**config.mk**
```make
export PLATFORM = sky130hd
export DESIGN_NAME = ram_arbiter
export DESIGN_NICKNAME = d
export VERILOG_FILES = /design/src/rtl/ram_arbiter.sv
export SDC_FILE = /design/constraint.sdc
export NUM_CORES = 1
export LEC_CHECK = 0
export CAP_MARGIN = 20
export CORE_AREA = 2 2 102 104
export DETAILED_ROUTE_END_ITERATION = 6
export DIE_AREA = 0 0 104 106
export GPL_TIMING_DRIVEN = 0
export PLACE_DENSITY = 0.59
export SYNTH_ARGS = -nofsm -noshare
export SYNTH_HDL_FRONTEND = slang
export SYNTH_SLANG_ARGS = --single-unit
```
**constraint.sdc**
```tcl
create_clock -name clk -period 1.9 [get_ports clk]
set_input_delay 0.19 -clock clk [delete_from_list [all_inputs] [get_ports clk]]
set_output_delay 0.19 -clock clk [all_outputs]
set_load 0.005 [all_outputs]
```
**src/rtl/ram_arbiter.sv**
```systemverilog
// Two-requester arbiter for a single-port, 1-cycle-latency word RAM.
// Data port has priority; a run counter forces an instruction grant after MAX_D_RUN data wins.
module ram_arbiter #(
  parameter int MAX_D_RUN = 4
) (
  input  logic        clk,
  input  logic        reset,
  input  logic        i_req,
  input  logic [29:0] i_addr,
  output logic        i_gnt,
  output logic        i_rvalid,
  output logic [31:0] i_rdata,
  input  logic        d_req,
  input  logic [29:0] d_addr,
  input  logic        d_we,
  input  logic [31:0] d_wdata,
  output logic        d_gnt,
  output logic        d_rvalid,
  output logic [31:0] d_rdata,
  output logic [29:0] ram_addr,
  output logic [31:0] ram_din,
  output logic        ram_re,
  output logic        ram_we,
  input  logic [31:0] ram_dout
);

  // One-hot style encoding so each rvalid is a single flop bit.
  typedef enum logic [1:0] {
    OWN_NONE = 2'b00,
    OWN_I    = 2'b01,
    OWN_D    = 2'b10
  } owner_e;

  localparam logic [3:0] RUN_LIMIT = 4'(MAX_D_RUN);
  localparam logic [3:0] RUN_SAT   = 4'd15;

  logic [3:0] d_run_q, d_run_d;
  owner_e     owner_q, owner_d;
  logic       starve_s, d_gnt_s, i_gnt_s;

  // Arbitration and RAM control driven from the winner.
  always_comb begin
    starve_s = i_req & d_req & (d_run_q >= RUN_LIMIT);
    d_gnt_s  = d_req & ~starve_s;
    i_gnt_s  = i_req & ~d_gnt_s;
    ram_addr = 30'd0;
    ram_din  = 32'd0;
    ram_re   = 1'b0;
    ram_we   = 1'b0;
    if (d_gnt_s) begin
      ram_addr = d_addr;
      ram_din  = d_wdata;
      ram_we   = d_we;
      ram_re   = ~d_we;
    end else if (i_gnt_s) begin
      ram_addr = i_addr;
      ram_re   = 1'b1;
    end else begin
      ram_addr = 30'd0;
    end
  end

  // Next run count and next owner of the RAM read data.
  always_comb begin
    d_run_d = 4'd0;
    owner_d = OWN_NONE;
    if (d_gnt_s && i_req) begin
      d_run_d = (d_run_q == RUN_SAT) ? RUN_SAT : d_run_q + 4'd1;
    end else begin
      d_run_d = 4'd0;
    end
    if (d_gnt_s && !d_we) begin
      owner_d = OWN_D;
    end else if (i_gnt_s) begin
      owner_d = OWN_I;
    end else begin
      owner_d = OWN_NONE;
    end
  end

  // State registers; reset drops any outstanding read immediately.
  always_ff @(posedge clk or posedge reset) begin
    if (reset) begin
      d_run_q <= 4'd0;
      owner_q <= OWN_NONE;
    end else begin
      d_run_q <= d_run_d;
      owner_q <= owner_d;
    end
  end

  assign i_gnt    = i_gnt_s;
  assign d_gnt    = d_gnt_s;
  assign i_rvalid = owner_q[0];
  assign d_rvalid = owner_q[1];
  assign i_rdata  = ram_dout;
  assign d_rdata  = ram_dout;

endmodule

```
==> reports/qor.yml <==
final_layout:
  multi_input_area_um2: 744
  fillers: 1060
  layout_common_cells: "clkdlybuf4s50_1 (161), buf_4 (77), nand2_1 (60), dlygate4sd2_1 (44), and3_1 (32)"
  fin_area_um2: 4110
  seq_area_um2: 153
  fin_cells: 611
  drive_gt1_frac: 0.244
  n_antenna_cell: 0
  fin_nets: 607
  mostFrequentLayoutCell: "clkdlybuf4s50_1"
  area_delta_synth_final_pct: 178
critical_path:
  crit_top_cell: "buf_4"
  cp-start-kind: "flip-flop"
  cpMaxStageDelayCell: "dfrtp_2"
  r2r_slack_ns: 0.58
  worstPathCellList: "buf_4, nor3b_4, buf_6, buf_4, buf_8, o22ai_1, clkdlybuf4s15_1"
  cp-end-kind: "output port"
  r2r_cells: 6
  worstPathRequired_ns: 1.71
  crit_type: "reg -> out"
  cpLargestDelayFamily: "buffers and inverters"
  reg2reg_to: "owner_q[0]"
  rr_startpoint: "d_run_q[2]"
  path_buf_inv: 5
  cp-startpoint: "d_run_q[2]"
  arrival_ns: 1.69
  max_stage_delay_ns: 0.42
  path_max_fanout: 10
timing:
  final_max_slew_viol_count: 0
  rsz0062_at_grt: "yes"
  finalSetupViolCount: 0
  timing.final.crit_share: 0.992
  skew_ns: 0.000749
  finalCriticalPeriod_ns: 1.88
  timing.fmax_ghz: 0.531
  hold_viol_final: 0
  fin_setup_tns_ns: 0
  holdWs_ns: 0.179
global_routing:
  grtUsageTotal: 0.136
  grt_pass1_vias: 2310
  antenna_found_initial: 0
  grt_first_pass_wirelength_um: 12300
  grt_max_degree: 11
  overflow: 0
drt:
  drt.antenna.violating_nets: 0
  routed_via_density: 3.89
  dr.pass1.iters: 6
  drtIter0Drc: 101
  drt-total-wl_um: 8470
  wl_per_cell_um: 13.9
  drc: 0
  via_count: 2379
floorplan:
  die_w_um: 104
  std_cell_rows: 37
  die_h_um: 106
  coreArea_um2: 10000
  ios: 261
  initial_core_util: 0.148
  die_area_um2: 11000
outcome:
  status: "completed"
synth:
  syn_area_um2: 1480
  syn-num-nets: 360
  syn_inst: 230
  synth.distinct_cells: 20
  ys_ff_latch: 6
  yosysWarningCount: 0
  ys_seq_area_frac: 0.101
  postSynthAreaPerCell_um2: 6.44
clock_tree:
  cts_tree: "built"
  cts_num_sinks: 6
  cts_root_buf: "clkbuf_8"
  hold_buffers: 0
  clock_latency_ns: 0.22
  clockBufferDepth: 2
  clk_pin_slew_worst_paths_ns: 0.04
  h-tree-depth: 1
  cts_made_buffers: 3
power_and_ir_drop:
  power.density_nw_per_um2: 282
  cellLeakagePower_nw: 2.10
  vdd.ir_drop.worst_mv: 0.271
worst_hold_path:
  hold_class: "in -> async"
place:
  io_buffers: 227
  place_hpwl_um: 7070
  postPlaceCellArea_um2: 3920
  placed_cells: 593
  routabilityCongestion: 0.813
job:
  drv_cap: 0
[registers in the layout, summed over array words and instances (netlist names)]
| name | cells |
|---|---|
| d_run_q | 4 |
| owner_q | 2 |
[layout make-up]
cell class / instances / area share
Sequential cell: 6 / 0.0371
Timing Repair Buffer: 242 / 0.568
Multi-Input combinational cell: 137 / 0.181
Clock buffer: 3 / 0.0100
Inverter: 3 / 0.00274
Tap cell: 136 / 0.0414
Buffer: 84 / 0.160
[synth_stat cells]
cell,instances,area (um2)
buf_4,64,480
nand2_1,60,225
and3_1,33,206
o22ai_1,31,194
buf_2,11,55.1
dfrtp_1,6,150
buf_6,3,33.8
clkbuf_1,3,11.3
clkbuf_2,3,15.0
inv_1,3,11.3
nor2_1,3,11.3
and2_1,2,12.5
and4bb_2,1,12.5
conb_1,1,3.75
ha_1,1,12.5
nor2b_1,1,6.26
nor3_1,1,5.00
nor3b_4,1,18.8
o21a_1,1,7.51
o21ai_2,1,8.76
[what timing repair did]
item	CTS	global route
gates cloned	2	0
buffers inserted	8	5
pin swaps	1	2
setup endpoints to repair	63	20
resized for setup	89	33
endpoints found under the hold margin	0	0
[logic make-up (layout without fill, tap and decap cells)]
group,Yosys count,count (layout),share of synthesized area
other,1,1,0.00253
AOI/OAI and AO/OA,33,33,0.142
buffers and inverters,87,332,0.410
DFF,6,6,0.101
adders and majority gates,1,1,0.00844
and+or+nand+nor,102,102,0.336
[stage by stage]
step                utilization  worst slack [ns]  power, W
finish                    0.411            0.0155   0.00116
floorplan                     -             0.713  0.000421
detailed placement        0.392            -0.323  0.000993
global placement          0.392            -0.281  0.000988
global route              0.411           -0.0497   0.00123
CTS                       0.406            -0.106   0.00116
[worst max path at each step]
stage / cells past startpoint / end
finish: 7 / ram_addr[11]
global route: 7 / ram_addr[11]
CTS: 6 / ram_addr[7]
detailed placement: 6 / ram_addr[17]
global placement: 6 / ram_addr[19]
floorplan: 3 / ram_addr[10]
[worst reg2reg max path, cell delays in order, from the launching register on]
cell,delay [ns]
dfrtp_2,0.42
buf_4,0.15
nor3b_4,0.23
buf_6,0.13
buf_4,0.11
buf_8,0.12
nor2_1,0.05
[power by group]
part	internal, W	switching [W]
combinational	0.000573	0.000257
sequential	0.000133	0.00000352
clock	0.000136	0.0000550
total	0.000842	0.000316
[routing by layer]
layer,track usage,share of wire
met5,0,0
met4,0.00579,0.0015
met3,0.0331,0.071
met2,0.256,0.53
met1,0.166,0.40
(Power assumes the default switching activity.)
